**src/rtl/adder_stim_pkg.sv**
```systemverilog
`default_nettype none
// ============================================================================
// Module   : adder_stim_pkg
// Brief    : Shared FSM state type, LFSR taps and default seed for the
//            adder stimulus/checker.
// Revision : 1.0 - initial release
// ============================================================================
package adder_stim_pkg;

  typedef enum logic [2:0] {
    ST_IDLE  = 3'd0,
    ST_SEND  = 3'd1,
    ST_WAIT  = 3'd2,
    ST_CHECK = 3'd3,
    ST_DONE  = 3'd4
  } state_e;

  // Taps 16,14,13,11 of a right-shifting Fibonacci LFSR sit at bits 0,2,3,5.
  localparam logic [15:0] LFSR_TAPS    = 16'h002D;
  localparam logic [15:0] DEFAULT_SEED = 16'hACE1;

  function automatic logic [15:0] lfsr_next(input logic [15:0] cur);
    return {^(cur & LFSR_TAPS), cur[15:1]};
  endfunction

endpackage
`default_nettype wire

```
**src/rtl/adder_stim_lfsr.sv**
```systemverilog
`default_nettype none
// ============================================================================
// Module   : adder_stim_lfsr
// Brief    : 16-bit Fibonacci LFSR that steps only when advance is high.
// Revision : 1.0 - initial release
// ============================================================================
module adder_stim_lfsr
  import adder_stim_pkg::*;
#(
  parameter logic [15:0] SEED = DEFAULT_SEED
) (
  input  logic        clk,
  input  logic        rst,
  input  logic        advance,
  output logic [15:0] q
);

  logic [15:0] q_d;
  logic [15:0] q_q;

  always_comb begin
    q_d = q_q;
    if (advance) begin
      q_d = lfsr_next(q_q);
    end
  end

  always_ff @(posedge clk or negedge rst) begin
    if (!rst) begin
      q_q <= SEED;
    end else begin
      q_q <= q_d;
    end
  end

  assign q = q_q;

endmodule
`default_nettype wire

```
**config.mk**
```make
export PLATFORM = sky130hd
export DESIGN_NAME = adder_stim_lfsr
export DESIGN_NICKNAME = d
export VERILOG_FILES = /design/src/rtl/adder_stim_pkg.sv /design/src/rtl/adder_stim_lfsr.sv
export SDC_FILE = /design/constraint.sdc
export NUM_CORES = 1
export LEC_CHECK = 0
export BUFFER_PORTS_ARGS = -buffer_cell sky130_fd_sc_hd__clkbuf_2
export CAP_MARGIN = 25
export CORE_UTILIZATION = 43
export DETAILED_ROUTE_END_ITERATION = 12
export PLACE_DENSITY_LB_ADDON = 0.08
export SLEW_MARGIN = 0
export SYNTH_ARGS = -nofsm -noshare
export SYNTH_HDL_FRONTEND = slang
export SYNTH_SLANG_ARGS = --single-unit
export TNS_END_PERCENT = 100
```
**constraint.sdc**
```tcl
create_clock -name clk -period 0.99 [get_ports clk]
set_input_delay 0.198 -clock clk [delete_from_list [all_inputs] [get_ports clk]]
set_output_delay 0.198 -clock clk [all_outputs]
set_load 0.005 [all_outputs]
```
# Yosys cells after proc, flatten, opt, wreduce, memory -nomap -nowiden
# Index checks and enable logic that the tools add are counted.
[word_totals] ff_bits=16 out_inout_bits=16 word_cells=2
[op_classes] n_reduce_logical=1
[ops] operator="$reduce_xor 16->1" n=1

# Logic depth before layout (Yosys ltp)
# Gate-level depths: netlist of the first run.
[depth] depth_word=1 ltp_mapped=4 depth_no_buf=3

# Least setup slack after synthesis of the first run
# OpenSTA, ideal clock, no wires.
[synth_timing] path_type="flip-flop to flip-flop" start="reg q_q[5] (netlist: q[5])" end="reg q_q[15] (netlist: q[15])" setup_time_ns=0.073 arrival_ns=0.881 path_slack_ns=0.036 path_stages_with_launch=4 n_path_buf=0 synth_period_minus_slack_ns=0.954 cell_sequence="dfstp_2 xnor2_1 xnor2_1 a21oi_1"
[synth_via] elab_chain_len=1
[synth_lines] element="from (decl)" line="adder_stim_lfsr.sv:19" rtl="logic [15:0] q_q;"
[synth_lines] element="from (signal assigned)" line="adder_stim_lfsr.sv:32" rtl="q_q <= q_d;"
[synth_lines] element="$reduce_xor 16->1" line="adder_stim_pkg.sv:23" rtl="return {^(cur & LFSR_TAPS), cur[15:1]};"
# No other way between the ends.
# A chain may end at the register's enable or synchronous reset.

# Worst setup path in the final report of the first run
[layout_timing] start="reg q_q[5] (netlist: q[5])" end="out q[5]"
[layout_lines] element="to (decl)" line="adder_stim_lfsr.sv:15" rtl="output logic [15:0] q"
# No word-level cell between the ends.

==> flow_summary.yaml, run 1 <==
sta:
  fin_ws_ns: -0.1607
  clock.fmax_mhz: 869.1
  rsz0062_at_grt: "true"
  finalCritPeriodShare_pct: 116.2
  fin_crit_ns: 1.151
  report.final.slew_viol_count: 0
  hold-worst-slack_ns: 0.2473
  fin_tns_setup_ns: -1.243
  relSlewSlack_pct: 74.54
  hold_viol: 0
  fin_worst_skew_ns: 0.01438
  timing_worst_slew_pin_value_ns: 0.3819
  finalSetupViolations: 11
route:
  wl_per_cell_um: 14.22
  ant_nets: 0
  via_per_inst: 4.868
  wirelength_um: 1294
  drt_iter0_markers: 5
  vias: 443
  drc: 0
  first_pass_iters: 2
critical_path:
  path_cells: "clkbuf_2"
  cp.depth: 1
  cpPeakStageDelay_ns: 0.56
  critPathMaxFanout: 2
  cp-start-kind: "flop"
  cp-end-kind: "primary output"
  worstReg2RegEnd: "q[15]"
  path_delay_family: "flip-flops"
  reg2reg_slack_ns: -0.05
  required_ns: 0.79
  reg2regPathDepth: 4
  cp_num_buf_inv: 1
  cpMaxStageDelayCell: "dfstp_2"
  cp.arrival_ns: 0.95
  worst-setup-path-type: "flop to primary output"
  reg2reg_from: "q[5]"
layout:
  drive_above_1_share_pct: 84.21
  syn2layout_area_growth_pct: 42.96
  fillers: 99
  nets: 80
  antenna_cells: 0
  design_area_sq_um: 965.9
  largest_reg_flops: 16
logic_synthesis:
  synth.area.mux_share_pct: 29.44
  avgSynthCellArea_sq_um: 17.78
  synthCells: 38
  ys_ff_latch: 16
  ys_seq_area_share_pct: 60.74
  synth_fa_ha_area_share_pct: 0
  synth-compound-area-share_pct: 0.7407
  synth_top_family_by_area: "multiplexers"
  netlist_area_sq_um: 675.6
  syn_nets: 41
  yosys.area_share.xor_xnor_pct: 3.889
  ys_warn_count: 0
  synthDistinctLibCells: 9
  synth-simple-area-share_pct: 0.5556
min_path:
  worst_hold_path_type: "input pin to flop"
  hold_depth: 3
  hold_start: "advance"
  whs_endpoint: "q[15]"
clocking:
  cts_sinks: 16
  cts_max_level: 1
  clock_latency_ns: 0.29
  clockBufferDepth: 2
  cts-root-buf: "clkbuf_4"
  cts_tree: "done"
  cts_made_buffers: 3
  cts.clk_slew.worst_paths_ns: 0.10
run_status:
  violations: "setup timing"
  outcome: "finished, violations left"
grt:
  grt_max_degree: 18
  grt_usage_pct: 18.08
  grt_pass1_wl_um: 2270
  antenna_found_initial: 0
  overflow: 0
  grt_pass1_vias: 490
power:
  peakVddDrop_v: 0.002188
  powerDensity_nw_per_um2: 3614
  p_total_w: 0.003490
  leakage_nw: 0.4828
die:
  initial_core_util_pct: 48.87
  dieArea_sq_um: 1734
  die-height_um: 41.64
  core-area_sq_um: 1383
  io_pins: 19
  die_x_um: 41.64
  rows: 13
placed_design:
  hpwl_um: 753.5
  pre_cts_slack_ns: -0.01655
  portBuffers: 18
  gp_congestion: 0.7315
  placed_area_sq_um: 773.2
job:
  drv_cap: 0
## worst max path at each step
stage	startpoint	end
after floorplan	q[5]	q[15]
after global placement	q[5]	q[15]
after detailed placement	q[5]	q[15]
after CTS	q[15]	q[15]
after global routing	q[15]	q[15]
final	q[5]	q[5]
## worst reg2reg max path: cells and delay by family, from the launching register on
kind / cells / cell delay, ns
AOI/OAI and AO/OA: 1 / 0.08
buffers and inverters: 1 / 0.11
xor gates and xnor gates: 2 / 0.25
DFF: 1 / 0.56
## through the flow
stage | utilization, % | cells
4_1_cts | 69.05 | 91
6_report | 69.86 | 91
3_5_place_dp | 55.93 | 70
5_1_grt | 69.86 | 91
2_1_floorplan | - | 38
3_3_place_gp | 55.93 | 70
## layout make-up
cell class | instances | area, sq um | area share (%)
flip-flops and latches | 16 | 410.4 | 42.49
well taps | 15 | 18.77 | 1.943
repair buffers | 36 | 247.7 | 25.65
multi-input cells | 20 | 252.7 | 26.17
clock buffers | 4 | 36.28 | 3.756
## cell usage after synthesis (all sizes together)
library cell  number  area (sq um)
mux2              15         199.0
dfrtp              8         200.2
buf                2         31.28
a21oi              1         5.000
nor2               1         3.750
dfstp              8         210.2
xnor2              3         26.28
## cell families after synthesis
family	count (synthesis)
buf+inv	2
mux	15
flops	16
compound gates	1
simple gates	1
xor+xnor	3
## cells in the final DEF, fill, tap and decap left out, drive strengths merged
cell         synthesis  layout
nor2                 1       1
buf                  2      17
a21oi                1       1
xnor2                3       3
dfrtp                8       8
dlygate4sd3          0       1
clkbuf               0      22
mux2                15      15
dfstp                8       8
## metal layers
| metal | global-route usage (%) | wire length (um) | vias up |
|---|---|---|---|
| met4 | 5.806 | 13 | 0 |
| met1 | 20.06 | 523 | 223 |
| li1 | - | - | 205 |
| met5 | 0 | 0 | - |
| met3 | 8.261 | 66 | 2 |
| met2 | 30.63 | 691 | 13 |
## where the power goes
group | total [W] | leakage (nW) | internal (W) | switching (W)
Combinational | 0.00176 | 0.285 | 0.00116 | 0.000598
Sequential | 0.00130 | 0.177 | 0.00111 | 0.000191
Clock | 0.000429 | 0.0210 | 0.000224 | 0.000205
## timing repair
action | in CTS | in global routing
buffers inserted | 16 | 0
endpoints found under the setup margin | 17 | 18
hold buffers | 1 | 0
pin swaps | 2 | 0
resized for setup | 3 | 2
endpoints found under the hold margin | 8 | 0
Power figures use the tool's default switching activity.
==> inputs of run 2 (changes only) <==
Settings changed: CORE_UTILIZATION 43 to 48.
Clock period 0.99 ns to 1.07 ns, I/O delays scaled along.
==> flow_summary.yaml, run 2 (synthesis results as in run 1) <==
run_status:
  outcome: "finished, violations left"
  violations: "setup timing"
die:
  initial_core_util_pct: 51.92
  rows: 13
  die_x_um: 39.52
  die-height_um: 39.52
  io_pins: 19
  core-area_sq_um: 1301
  dieArea_sq_um: 1561
sta:
  hold-worst-slack_ns: 0.2717
  fin_ws_ns: -0.09183
  finalSetupViolations: 8
  hold_viol: 0
  clock.fmax_mhz: 860.7
  report.final.slew_viol_count: 0
  fin_worst_skew_ns: 0.0004442
  relSlewSlack_pct: 73.84
  finalCritPeriodShare_pct: 108.6
  rsz0062_at_grt: "true"
  timing_worst_slew_pin_value_ns: 0.3924
  fin_crit_ns: 1.162
layout:
  layout_commonest_cell: "clkbuf_2"
  design_area_sq_um: 908.4
  fillers: 95
  drive_above_1_share_pct: 81.16
  syn2layout_area_growth_pct: 34.44
  layout_common_cells: "16 x clkbuf_2, 8 x mux2_4, 8 x dfstp_2, 8 x dfrtp_1"
  largest_reg_flops: 16
  antenna_cells: 0
  nets: 73
  postLayoutCoreUtil_pct: 69.81
placed_design:
  placed_area_sq_um: 773.2
  portBuffers: 18
  gp_congestion: 0.6588
  hpwl_um: 727.1
grt:
  grt_pass1_wl_um: 1580
  grt_usage_pct: 16.30
  antenna_found_initial: 0
  grt_max_degree: 18
  grt_pass1_vias: 366
  overflow: 0
critical_path:
  reg2reg_from: "q[5]"
  required_ns: 0.86
  reg2regPathDepth: 4
  cp.arrival_ns: 0.95
  cpPeakStageDelay_ns: 0.56
  critPathMaxFanout: 3
  worstReg2RegEnd: "q[15]"
  cp-end-kind: "primary output"
  path_delay_family: "flip-flops"
  cpMaxStageDelayCell: "dfstp_2"
  reg2reg_slack_ns: 0.02
  path_cells: "clkbuf_2"
  cp_num_buf_inv: 1
  worst-setup-path-type: "flop to primary output"
  cp-start-kind: "flop"
clocking:
  cts_sinks: 16
  cts-root-buf: "clkbuf_4"
  clock_latency_ns: 0.28
  clockBufferDepth: 2
  cts_tree: "done"
  cts_max_level: 1
  cts.clk_slew.worst_paths_ns: 0.09
  cts_made_buffers: 3
power:
  peakVddDrop_v: 0.001712
  leakage_nw: 0.4413
  powerDensity_nw_per_um2: 3276
route:
  via_per_inst: 4.786
  first_pass_iters: 2
  wl_per_cell_um: 13.42
  drc: 0
  vias: 402
  drt_iter0_markers: 1
  wirelength_um: 1127
  ant_nets: 0
min_path:
  hold_depth: 3
  worst_hold_path_type: "input pin to flop"
  hold_start: "advance"
  whs_endpoint: "q[15]"
job:
  drv_cap: 0
==> run 2: report_power, final <==
part	switching (W)	internal [W]	leakage, nW
Sequential	0.000222	0.00103	0.177
Combinational	0.000434	0.000903	0.243
Clock	0.000182	0.000207	0.0210
==> run 2: how the worst max path moves through the flow <==
stage | from | endpoint | slack (ns) | cells after the start
3_3_place_gp | q[5] | q[15] | 0.11 | 3
5_1_grt | q[15] | q[15] | -0.12 | 1
2_1_floorplan | q[5] | q[15] | 0.12 | 3
4_1_cts | q[15] | q[15] | -0.10 | 1
6_report | q[15] | q[15] | -0.09 | 1
3_5_place_dp | q[5] | q[15] | 0.05 | 3
==> run 2: per-stage QoR <==
step           setup slack, ns  total power (W)  setup TNS, ns  std cells
2_1_floorplan           0.1165         0.001844              0         38
3_3_place_gp            0.1117         0.002213              0         70
3_5_place_dp           0.04758         0.002267              0         70
4_1_cts                -0.1026         0.002896        -0.6714         82
5_1_grt                -0.1183         0.003176        -0.9140         84
6_report              -0.09183         0.002976        -0.5856         84
==> run 2: layer usage <==
layer | global-route usage [%] | share of wire (%)
met5 | 0 | 0
met4 | 10.34 | 0
met3 | 3.409 | 2.8
met2 | 25.41 | 50
met1 | 20.30 | 47
==> run 2: area by class of cell <==
type | count | area, sq um | share of cell area (%)
timing repair buffer | 29 | 201.4 | 22.18
tap | 15 | 18.77 | 2.066
sequential | 16 | 410.4 | 45.18
clock buffer | 4 | 36.28 | 3.994
multi-input combinational | 20 | 241.5 | 26.58
==> run 2: repair_timing <==
action	CTS	global route
buffers inserted	7	2
hold buffers	1	0
pin swaps	1	2
resized for setup	1	4
gates cloned	0	0
endpoints found under the setup margin	8	11
hold endpoints to repair	8	0
==> run 2: tightest hold or removal path, delay by kind of cell <==
family                 cells  cell delay (ns)
AO/OA/AOI/OAI              1             0.08
buffers and inverters      2             0.26
==> inputs of run 3 (changes only) <==
Settings changed: REMOVE_ABC_BUFFERS from default to 1.
==> flow_summary.yaml, run 3 (synthesis results as in run 1) <==
run_status:
  outcome: "finished, violations left"
  violations: "setup timing"
critical_path:
  worstReg2RegEnd: "q[15]"
  path_cells: "clkbuf_2"
  path_delay_family: "flip-flops"
  cp-end-kind: "primary output"
  cp-start-kind: "flop"
  required_ns: 0.86
  cpMaxStageDelayCell: "dfstp_2"
  reg2reg_from: "q[0]"
  cp_num_buf_inv: 1
  worst-setup-path-type: "flop to primary output"
  cp.arrival_ns: 0.96
  reg2reg_slack_ns: -0.01
  cp.depth: 1
  cpPeakStageDelay_ns: 0.56
  reg2regPathDepth: 4
  critPathMaxFanout: 2
route:
  drt_iter0_markers: 12
  first_pass_iters: 4
  vias: 424
  wirelength_um: 1217
  via_per_inst: 5.048
  wl_per_cell_um: 14.49
  drc: 0
  ant_nets: 0
layout:
  syn2layout_area_growth_pct: 34.26
  antenna_cells: 0
  multi_input_comb_area_sq_um: 241.5
  nets: 73
  postLayoutCoreUtil_pct: 69.71
  layout_commonest_cell: "clkbuf_2"
  seq_area_sq_um: 410.4
  largest_reg_flops: 16
  fillers: 97
  drive_above_1_share_pct: 81.16
  design_area_sq_um: 907.1
  layout_common_cells: "16 x clkbuf_2, 9 x buf_4, 8 x mux2_4, 8 x dfstp_2, 8 x dfrtp_1"
die:
  dieArea_sq_um: 1561
  io_pins: 19
  die_x_um: 39.52
  die-height_um: 39.52
  rows: 13
  core-area_sq_um: 1301
  initial_core_util_pct: 51.92
clocking:
  cts_sinks: 16
  cts_made_buffers: 3
  cts.clk_slew.worst_paths_ns: 0.09
  clock_latency_ns: 0.29
  cts_tree: "done"
  clockBufferDepth: 2
  cts_max_level: 1
  cts-root-buf: "clkbuf_4"
sta:
  report.final.slew_viol_count: 0
  finalCritPeriodShare_pct: 109.7
  finalSetupViolations: 9
  rsz0062_at_grt: "true"
  relSlewSlack_pct: 74.95
  fin_crit_ns: 1.174
  timing_worst_slew_pin_value_ns: 0.3758
  hold_viol: 0
  fin_ws_ns: -0.1039
  fin_worst_skew_ns: 0.0008422
  clock.fmax_mhz: 851.9
grt:
  grt_pass1_wl_um: 1662
  overflow: 0
  grt_pass1_vias: 352
  grt_usage_pct: 17.25
  antenna_found_initial: 0
  grt_max_degree: 18
min_path:
  whs_endpoint: "q[15]"
  hold_start: "advance"
  hold_depth: 3
  worst_hold_path_type: "input pin to flop"
placed_design:
  placed_area_sq_um: 773.2
  gp_congestion: 0.6701
  portBuffers: 18
job:
  drv_cap: 0
power:
  leakage_nw: 0.4408
  powerDensity_nw_per_um2: 3322
  p_total_w: 0.003014
  peakVddDrop_v: 0.001843
==> run 3: cell types whose count changed in the layout (fill, tap and decap cells not counted) <==
cell   previous run  this run
buf_2             1         0
buf_4             7         9
buf_6             3         2
==> run 3: what timing repair did <==
| action | in CTS | in global routing |
|---|---|---|
| pin swaps | 2 | 0 |
| resized for setup | 1 | 4 |
| buffers inserted | 8 | 1 |
| hold buffers | 1 | 0 |
| endpoints found under the hold margin | 8 | 0 |
| setup endpoints to repair | 8 | 13 |
==> run 3: area by class of cell <==
cell class / count / area share, %
tap: 15 / 2.069
timing repair buffer: 29 / 22.07
multi-input combinational: 20 / 26.62
clock buffer: 4 / 4.000
sequential: 16 / 45.24
==> run 3: metrics by stage <==
stage / TNS (ns) / hold WS [ns] / setup WS, ns / instances
6_report: -0.6200 / 0.2915 / -0.1039 / 84
5_1_grt: -0.9870 / 0.2845 / -0.1298 / 84
4_1_cts: -0.6718 / 0.2750 / -0.09326 / 83
3_5_place_dp: 0 / 0.1503 / 0.06242 / 70
3_3_place_gp: 0 / 0.1375 / 0.1136 / 70
2_1_floorplan: 0 / -0.08159 / 0.1165 / 36
==> run 3: per-layer routing <==
metal	GRT usage, %	routed length (um)	vias to the layer above
met3	5.114	43	0
met2	25.82	639	14
li1	-	-	193
met5	0	0	-
met4	12.93	0	0
met1	20.51	534	217
==> run 3: worst max-delay path by stage <==
stage / startpoint / end
after global routing: q[15] / q[15]
after global placement: q[5] / q[15]
final: q[15] / q[15]
after floorplan: q[5] / q[15]
after CTS: q[15] / q[15]
after detailed placement: q[5] / q[15]
==> run 3: worst min-delay path: cells and delay by family <==
kind / cells / cell delay (ns)
buf+inv: 2 / 0.27
compound gates: 1 / 0.09
==> run 3: power by group <==
group / switching (W) / leakage (nW) / total, W / internal, W
combinational: 0.000460 / 0.243 / 0.00136 / 0.000902
sequential: 0.000226 / 0.177 / 0.00125 / 0.00103
clock: 0.000194 / 0.0210 / 0.000401 / 0.000207
